File: src/rtl/uart_tx_arbiter_if.sv
// Bundle of the producer-side Req/Ack/Data/Lock signals and the UART_TX-side signals shared by the arbiter.
// The master modport is the side that drives the requests and TxEmpty; the slave modport is the arbiter.
interface uart_tx_arbiter_if #(
  parameter int unsigned N = 4,
  parameter int unsigned W = 8
);
  logic [N-1:0]   Req;
  logic [N-1:0]   Lock;
  logic [N*W-1:0] Data;
  logic [N-1:0]   Ack;
  logic [N-1:0]   Grant;
  logic           TxEmpty;
  logic           XMitGo;
  logic [W-1:0]   TxData;
  logic           Busy;
  logic           Timeout;

  modport master (
    output Req, Lock, Data, TxEmpty,
    input  Ack, Grant, XMitGo, TxData, Busy, Timeout
  );

  modport slave (
    input  Req, Lock, Data, TxEmpty,
    output Ack, Grant, XMitGo, TxData, Busy, Timeout
  );
endinterface

File: src/rtl/uart_tx_arbiter.sv
// Round-robin arbiter with per-requester lock that sequences bytes from N producers into one UART_TX.
// Start is held until TxEmpty falls, then completion is awaited; either phase aborts after TIMEOUT cycles.
module uart_tx_arbiter #(
  parameter int unsigned N       = 4,
  parameter int unsigned W       = 8,
  parameter int unsigned TIMEOUT = 1_000_000
) (
  input logic           Clock,
  input logic           Reset,
  uart_tx_arbiter_if.slave bus
);
  localparam int unsigned PW = (N > 1) ? $clog2(N) : 1;
  localparam int unsigned CW = (TIMEOUT > 2) ? $clog2(TIMEOUT) : 1;

  typedef enum logic [1:0] {IDLE, START, BUSY} state_t;

  state_t         state_q, state_d;
  logic [PW-1:0]  ptr_q, ptr_d;
  logic           lock_vld_q, lock_vld_d;
  logic [PW-1:0]  lock_id_q, lock_id_d;
  logic [CW-1:0]  cnt_q, cnt_d;
  logic [N-1:0]   ack_q, ack_d;
  logic [N-1:0]   grant_q, grant_d;
  logic           xmit_q, xmit_d;
  logic [W-1:0]   txdata_q, txdata_d;
  logic           busy_q, busy_d;
  logic           tmo_q, tmo_d;

  logic           win_vld;
  logic [PW-1:0]  win_id;
  logic [N-1:0]   win_oh;

  // A live lock owner beats the round-robin scan starting at ptr_q.
  always_comb begin
    int unsigned   idx;
    logic [PW-1:0] cand;
    win_vld = 1'b0;
    win_id  = '0;
    idx     = 0;
    cand    = '0;
    if (lock_vld_q && bus.Req[lock_id_q]) begin
      win_vld = 1'b1;
      win_id  = lock_id_q;
    end else begin
      for (int unsigned k = 0; k < N; k++) begin
        idx  = (32'(ptr_q) + k) % N;
        cand = PW'(idx);
        if (!win_vld && bus.Req[cand]) begin
          win_vld = 1'b1;
          win_id  = cand;
        end
      end
    end
    for (int unsigned i = 0; i < N; i++) begin
      win_oh[i] = (PW'(i) == win_id);
    end
  end

  always_comb begin
    state_d    = state_q;
    ptr_d      = ptr_q;
    lock_vld_d = lock_vld_q;
    lock_id_d  = lock_id_q;
    cnt_d      = cnt_q;
    ack_d      = '0;
    grant_d    = grant_q;
    xmit_d     = xmit_q;
    txdata_d   = txdata_q;
    busy_d     = busy_q;
    tmo_d      = tmo_q;
    unique case (state_q)
      IDLE: begin
        if (lock_vld_q && !bus.Req[lock_id_q]) lock_vld_d = 1'b0;
        if (bus.TxEmpty && win_vld) begin
          txdata_d   = bus.Data[win_id*W +: W];
          ack_d      = win_oh;
          grant_d    = win_oh;
          xmit_d     = 1'b1;
          busy_d     = 1'b1;
          ptr_d      = PW'((32'(win_id) + 1) % N);
          lock_vld_d = bus.Lock[win_id];
          lock_id_d  = win_id;
          cnt_d      = '0;
          state_d    = START;
        end
      end
      START, BUSY: begin
        if (state_q == START && !bus.TxEmpty) begin
          xmit_d  = 1'b0;
          cnt_d   = '0;
          state_d = BUSY;
        end else if (state_q == BUSY && bus.TxEmpty) begin
          grant_d = '0;
          busy_d  = 1'b0;
          state_d = IDLE;
        end else if (cnt_q == CW'(TIMEOUT - 1)) begin
          // Abort drops the already-acked byte and forgets any lock.
          tmo_d      = 1'b1;
          xmit_d     = 1'b0;
          grant_d    = '0;
          busy_d     = 1'b0;
          lock_vld_d = 1'b0;
          state_d    = IDLE;
        end else begin
          cnt_d = cnt_q + 1'b1;
        end
      end
      default: state_d = IDLE;
    endcase
  end

  always_ff @(posedge Clock or posedge Reset) begin
    if (Reset) begin
      state_q    <= IDLE;
      ptr_q      <= '0;
      lock_vld_q <= 1'b0;
      lock_id_q  <= '0;
      cnt_q      <= '0;
      ack_q      <= '0;
      grant_q    <= '0;
      xmit_q     <= 1'b0;
      txdata_q   <= '0;
      busy_q     <= 1'b0;
      tmo_q      <= 1'b0;
    end else begin
      state_q    <= state_d;
      ptr_q      <= ptr_d;
      lock_vld_q <= lock_vld_d;
      lock_id_q  <= lock_id_d;
      cnt_q      <= cnt_d;
      ack_q      <= ack_d;
      grant_q    <= grant_d;
      xmit_q     <= xmit_d;
      txdata_q   <= txdata_d;
      busy_q     <= busy_d;
      tmo_q      <= tmo_d;
    end
  end

  assign bus.Ack     = ack_q;
  assign bus.Grant   = grant_q;
  assign bus.XMitGo  = xmit_q;
  assign bus.TxData  = txdata_q;
  assign bus.Busy    = busy_q;
  assign bus.Timeout = tmo_q;
endmodule

File: src/flat_wrapper.sv
// flat-port wrapper written by rule: the top's interface ports become plain ports
module uart_tx_arbiter_flat 
#(
  parameter int unsigned N       = 4,
  parameter int unsigned W       = 8,
  parameter int unsigned TIMEOUT = 1_000_000
)
  (Clock, Reset, bus_Req, bus_Lock, bus_Data, bus_TxEmpty, bus_Ack, bus_Grant, bus_XMitGo, bus_TxData, bus_Busy, bus_Timeout);
  uart_tx_arbiter_if #(.N(N), .W(W)) bus_i ();
  input logic Clock;
  input logic Reset;
  input wire logic [$bits(bus_i.Req)-1:0] bus_Req;
  input wire logic [$bits(bus_i.Lock)-1:0] bus_Lock;
  input wire logic [$bits(bus_i.Data)-1:0] bus_Data;
  input wire logic [$bits(bus_i.TxEmpty)-1:0] bus_TxEmpty;
  output wire logic [$bits(bus_i.Ack)-1:0] bus_Ack;
  output wire logic [$bits(bus_i.Grant)-1:0] bus_Grant;
  output wire logic [$bits(bus_i.XMitGo)-1:0] bus_XMitGo;
  output wire logic [$bits(bus_i.TxData)-1:0] bus_TxData;
  output wire logic [$bits(bus_i.Busy)-1:0] bus_Busy;
  output wire logic [$bits(bus_i.Timeout)-1:0] bus_Timeout;
  assign bus_i.Req = bus_Req;
  assign bus_i.Lock = bus_Lock;
  assign bus_i.Data = bus_Data;
  assign bus_i.TxEmpty = bus_TxEmpty;
  assign bus_Ack = bus_i.Ack;
  assign bus_Grant = bus_i.Grant;
  assign bus_XMitGo = bus_i.XMitGo;
  assign bus_TxData = bus_i.TxData;
  assign bus_Busy = bus_i.Busy;
  assign bus_Timeout = bus_i.Timeout;
  uart_tx_arbiter #(.N(N), .W(W), .TIMEOUT(TIMEOUT)) u_core (.Clock(Clock), .Reset(Reset), .bus(bus_i));
endmodule
File: config.mk
export PLATFORM = sky130hd
export DESIGN_NAME = uart_tx_arbiter_flat
export DESIGN_NICKNAME = d
export VERILOG_FILES = /design/src/rtl/uart_tx_arbiter_if.sv /design/src/rtl/uart_tx_arbiter.sv /design/src/flat_wrapper.sv
export SDC_FILE = /design/constraint.sdc
export NUM_CORES = 1
export LEC_CHECK = 0
export ABC_AREA = 1
export CAP_MARGIN = 40
export CORE_ASPECT_RATIO = 0.6
export CORE_MARGIN = 10
export CORE_UTILIZATION = 55
export DETAILED_ROUTE_END_ITERATION = 10
export PLACE_DENSITY = 0.86
export SKIP_LAST_GASP = 1
export SLEW_MARGIN = 20
export SYNTH_ARGS = -nofsm -noshare
export SYNTH_HDL_FRONTEND = slang
export SYNTH_SLANG_ARGS = --single-unit
File: constraint.sdc
create_clock -name Clock -period 3.64 [get_ports Clock]
set_input_delay 0.728 -clock Clock [delete_from_list [all_inputs] [get_ports Clock]]
set_output_delay 0.728 -clock Clock [all_outputs]
set_load 0.01 [all_outputs]
==> results of run 1 <==
flip-flops by register name, summed over array words and instances, names as in the netlist:
register and cells:
u_core.bus.TxData 8, u_core.ptr_q 2, u_core.bus.Ack 4, u_core.lock_id_q 2, u_core.bus.Grant 4, u_core.state_q 2
u_core.bus.Timeout 1, u_core.bus.Busy 1, u_core.lock_vld_q 1, u_core.bus.XMitGo 1, u_core.cnt_q 20
layer usage:
layer / global-route usage (%) / part of all wire [%]
met2: 31.2 / 45
met3: 4.68 / 8.6
met1: 27.9 / 45
met5: 0 / 0
met4: 6.35 / 1.4
power by group:
group          internal [mW]  leakage, nW  switching, mW  total (mW)
Sequential             0.645        0.608          0.124       0.769
Clock                  0.275       0.0683          0.190       0.465
Combinational          0.696         1.38           1.39        2.09
critical path, delay by kind of cell:
| family | cells | cell delay [ps] |
|---|---|---|
| AOI/OAI and AO/OA | 2 | 340 |
| adders and majority gates | 1 | 300 |
| buffers and inverters | 5 | 860 |
| and+or+nand+nor | 5 | 650 |
per-stage QoR:
stage	hold WS (ps)	util [%]	power [mW]	std cells	instance area, µm²
after floorplan	465	-	2.34	493	3310
after global placement	465	68.8	2.74	621	3920
after detailed placement	472	69.1	2.81	622	3940
after CTS	494	71.5	3.30	630	4080
after global routing	521	71.5	3.62	630	4080
final	490	71.5	3.32	630	4080
cells in the final DEF, fill, tap and decap left out, drive strengths merged, types with 7 or more instances in the layout:
cell             n
xor2            12
nand3           60
dfrtp           46
o21ai           31
nand4           12
a21oi            7
nor2            32
nor3            13
inv             82
nand2          165
clkdlybuf4s50   61
ha               9
worst paths after layout:
check,start,to,depth (start not counted)
max,bus_Req[2],u_core.ptr_q[1],13
min,u_core.bus.TxData[6],u_core.bus.TxData[6],2
max reg2reg,u_core.cnt_q[0],u_core.cnt_q[3],12
min reg2reg,u_core.bus.TxData[6],u_core.bus.TxData[6],2
max in group asynchronous,Reset,u_core.cnt_q[9],3
min in group asynchronous,Reset,u_core.bus.Busy,2
area by class of cell:
class	instances	share of cell area, %
Multi-Input combinational cell	350	42.4
Sequential cell	46	28.2
Timing Repair Buffer	64	15.8
Inverter	82	7.73
Tap cell	80	2.45
Clock buffer	5	1.69
Clock inverter	3	1.69
cells by family after synthesis:
| kind of cell | after synthesis |
|---|---|
| and+or+nand+nor | 286 |
| buffers and inverters | 97 |
| DFF | 46 |
| AOI/OAI and AO/OA | 43 |
| xor gates and xnor gates | 12 |
| adders and majority gates | 9 |
==> flow_summary.toml, run 1 <==
[outcome]
status = "completed"

[synth]
synth_top_area_share_pct = 34.7
synth-simple-area-share_pct = 38.6
synthMuxAreaShare_pct = 0
netlist_area_um2 = 3310
syn_inst = 493
synthMostInstantiatedCell = "nand2_1"
seq_area_frac_synth_pct = 34.7
synth_top_family_by_area = "simple AND/OR/NAND/NOR gates"
synthFlopType = "dfrtp_1"
syn_area_per_cell_um2 = 6.72
synthAdderAreaFrac_pct = 3.40
ys_top_cells_by_count = "153 x nand2_1, 73 x inv_1, 60 x nand3_1, 46 x dfrtp_1, 29 x nor2_1"
synth-xor-area-share_pct = 3.17
synth-edff-count = 0
synth-seq-cells = 46
yosys.area.top_type = "dfrtp_1"
yosys-top-cells-area = "dfrtp_1 35%, nand2_1 17%, nand3_1 9.1%"
synth.distinct_cells = 31
synth_fp_nets = 545
synthArstFlopShare_pct = 100
yosysWarnings = 0
synth_compound_area_share_pct = 6.99

[grt]
antenna_found_initial = 0
grt_pass1_vias = 3147
grt_pass1_wl_mm = 16.0
grt_usage_pct = 20.4
overflow = 0
grt_start_max_net_pins = 30

[power_and_ir_drop]
p_leak_nw = 2.05
p_per_area_nw_per_um2 = 815
irDropWorstVdd_v = 0.000552

[timing]
fin_crit_ps = 2730
setup_violations = 0
finalMaxSlewViolations = 0
min_period_over_period_pct = 75.0
setup_slack_ps = 909
fin_skew_ps = 12.3
worst_slew_pin_slew_ps = 582
rsz0062_at_grt = "false"
tns_ps = 0
slew_headroom_pct = 61.2
clock.fmax_mhz = 366
finalHoldViolCount = 0

[die]
coreArea_um2 = 5700
pin_count = 62
row_count = 21
initial_utilization_pct = 58.1
die_h_um = 80.1
die_x_um = 120
die-area_um2 = 9630

[cts]
path_clk_slew_ps = 90
numCtsBuffers = 5
insertion_delay_ps = 310
cts_tree = "done"
cts_buffer_depth = 2
cts_hold_buf = 0
h-tree-depth = 2
cts.sinks = 46
cts_resized = 0
post_cts_buffers = 0
cts-root-buf = "clkbuf_8"

[final_layout]
final_nets = 601
area_growth_pct = 23.1
multi_input_area_um2 = 1730
seq_area_um2 = 1150
diodes = 0
n_fill_cell = 447
layout-drive-gt1-share_pct = 6.91

[detailed_routing]
vias_per_cell = 5.39
vias = 3398
route.detailed.drc = 0
postRouteAntennaNets = 0
dr.pass1.iters = 5
drtIter0Drc = 313
wirelength_mm = 9.70
wire_per_inst_um = 15.4

[place]
port_buffers = 61
dp.final_hpwl_mm = 7.45
place_congestion = 1.05
place_ws_ps = 599

[critical_path]
crit_type = "in -> reg"
path_max_fanout = 22
critPathLaunchType = "input pin"
critPathMaxStageDelay_ps = 480
crit_path_end_kind = "register"
worstPathArrival_ps = 2890
crit_chain = "clkdlybuf4s50_1 > inv_1 > o21ai_0 > nand3_1 > inv_1 > nand2_1 > nand2_2 > inv_4 > nand2_4 > inv_1 > ha_1 > nand2_1 > o21ai_0"
required_ps = 3800
cpMostUsedCell = "inv_1"
rrSetupSlack_ps = 1180
cpMaxStageDelayCell = "clkdlybuf4s50_1"

[job]
max_cap_violations = 0

[hold_path]
hold_path_class = "reg -> reg"
(Power assumes the default switching activity.)
==> inputs of run 2 (changes only) <==
--- a/config.mk
+++ b/config.mk
@@ -9,9 +9,9 @@
 export CAP_MARGIN = 40
 export CORE_ASPECT_RATIO = 0.6
 export CORE_MARGIN = 10
-export CORE_UTILIZATION = 55
+export CORE_UTILIZATION = 53
 export DETAILED_ROUTE_END_ITERATION = 10
-export PLACE_DENSITY = 0.86
+export PLACE_DENSITY = 0.83
 export SKIP_LAST_GASP = 1
 export SLEW_MARGIN = 20
 export SYNTH_ARGS = -nofsm -noshare
==> constraint.sdc (replaced) <==
create_clock -name Clock -period 2.8 [get_ports Clock]
set_input_delay 0.56 -clock Clock [delete_from_list [all_inputs] [get_ports Clock]]
set_output_delay 0.56 -clock Clock [all_outputs]
set_load 0.01 [all_outputs]
==> flow_summary.toml, run 2 (same netlist as run 1, synthesis figures left out) <==
[outcome]
status = "completed"

[timing]
min_period_over_period_pct = 86.9
fin_skew_ps = 8.75
fin_crit_ps = 2430
finalHoldViolCount = 0
tns_ps = 0
finalMaxSlewViolations = 0
worst_slew_pin_slew_ps = 451
clock.fmax_mhz = 411
setup_slack_ps = 367
hold_slack_ps = 413
slew_headroom_pct = 69.8
rsz0062_at_grt = "false"
setup_violations = 0

[power_and_ir_drop]
switchingPower_mw = 2.17
swShare_pct = 50.7
p_seq_share_pct = 22.9
total_power_mw = 4.27
clock_power_share_pct = 11.5
irDropWorstVdd_v = 0.000603
combinationalPowerShare_pct = 65.6
p_leak_nw = 2.07
internal_power_mw = 2.11
p_per_area_nw_per_um2 = 1040

[critical_path]
worstPathArrival_ps = 2650
ff2ff_path_depth = 12
required_ps = 3020
critPathLaunchType = "input pin"
crit_path_end_kind = "register"
path_max_fanout = 21
crit_type = "in -> reg"

[die]
initial_utilization_pct = 54.5
coreArea_um2 = 6080
die-area_um2 = 9920
pin_count = 62
die_x_um = 122
die_h_um = 81.2
row_count = 22

[place]
place_congestion = 0.976
place_ws_ps = 39.8
postPlaceCellArea_um2 = 3970
dp.final_hpwl_mm = 7.56
post-place-cells = 631
port_buffers = 61

[final_layout]
final_nets = 607
layout_commonest_cell = "nand2_1"
layout-drive-gt1-share_pct = 7.55
regMostFlops = "u_core.cnt_q"
area_growth_pct = 23.6
diodes = 0
layout_common_cells = "153 x nand2_1, 72 x inv_1, 61 x clkdlybuf4s50_1"
postLayoutCellArea_um2 = 4100
post-route-util_pct = 67.3
fin_cells = 640
n_fill_cell = 535
largest_reg_flops = 20

[detailed_routing]
dr.pass1.iters = 6
vias_per_cell = 5.28
postRouteAntennaNets = 0
wirelength_mm = 9.63
wl_met3_um = 685
top_layer = "met4"
drtIter0Drc = 288
route.detailed.drc = 0
wire_per_inst_um = 15.1
met2_length_mm = 4.30
vias = 3376
wl_met1_mm = 4.48

[cts]
cts_hold_buf = 0
h-tree-depth = 2
insertion_delay_ps = 300
cts.sinks = 46
post_cts_buffers = 0
cts_tree = "done"
path_clk_slew_ps = 90
cts_resized = 0
cts_buffer_depth = 2
cts-root-buf = "clkbuf_8"
numCtsBuffers = 5

[job]
max_cap_violations = 0

[grt]
overflow = 0
antenna_found_initial = 0
grt_start_max_net_pins = 38
grt_usage_pct = 19.9
grt_pass1_vias = 3228
grt_pass1_wl_mm = 16.0

[hold_path]
hold_path_class = "in -> async"
[run 2: final cells by class]
cell class / instances / area (µm²) / share of cell area [%]
sequential: 46 / 1150 / 28.1
clock inverter: 1 / 30.0 / 0.733
clock buffer: 7 / 76.3 / 1.86
timing repair buffer: 70 / 691 / 16.9
multi-input combinational: 350 / 1730 / 42.2
tap: 84 / 105 / 2.57
inverter: 82 / 315 / 7.70
[run 2: metal layers]
metal	up-vias	global-route usage, %
met2	131	31.5
met4	0	5.74
met1	1562	27.0
met5	-	0
li1	1671	-
met3	12	3.81
[run 2: power by group through the flow]
stage | Combinational, mW | Clock [mW] | Sequential, mW
detailed placement | 2.77 | 0 | 0.985
floorplan | 2.04 | 0 | 0.996
global route | 3.13 | 0.540 | 1.00
global placement | 2.67 | 0 | 0.983
finish | 2.80 | 0.493 | 0.978
CTS | 2.79 | 0.497 | 0.977
[run 2: critical path, stage by stage]
cell and delay [ps]:
clkdlybuf4s50_1 480, inv_1 80, o21ai_0 250, nand3_1 210, inv_1 120, nand2_1 60, nand2_2 80, inv_4 100
nand2_4 80, buf_4 230, ha_1 180, inv_1 50, o21ai_0 160
[run 2: path summary, 6_finish.rpt]
check	startpoint	end	slack [ps]
worst max-delay path	bus_Req[2]	u_core.bus.Grant[0]	370
worst min-delay path	Reset	u_core.bus.Ack[2]	410
worst max register to register	u_core.cnt_q[0]	u_core.cnt_q[3]	470
worst min register to register	u_core.bus.Busy	u_core.bus.Busy	480
max in group asynchronous	Reset	u_core.bus.Timeout	1810
min in group Clock	u_core.bus.Busy	u_core.bus.Busy	480
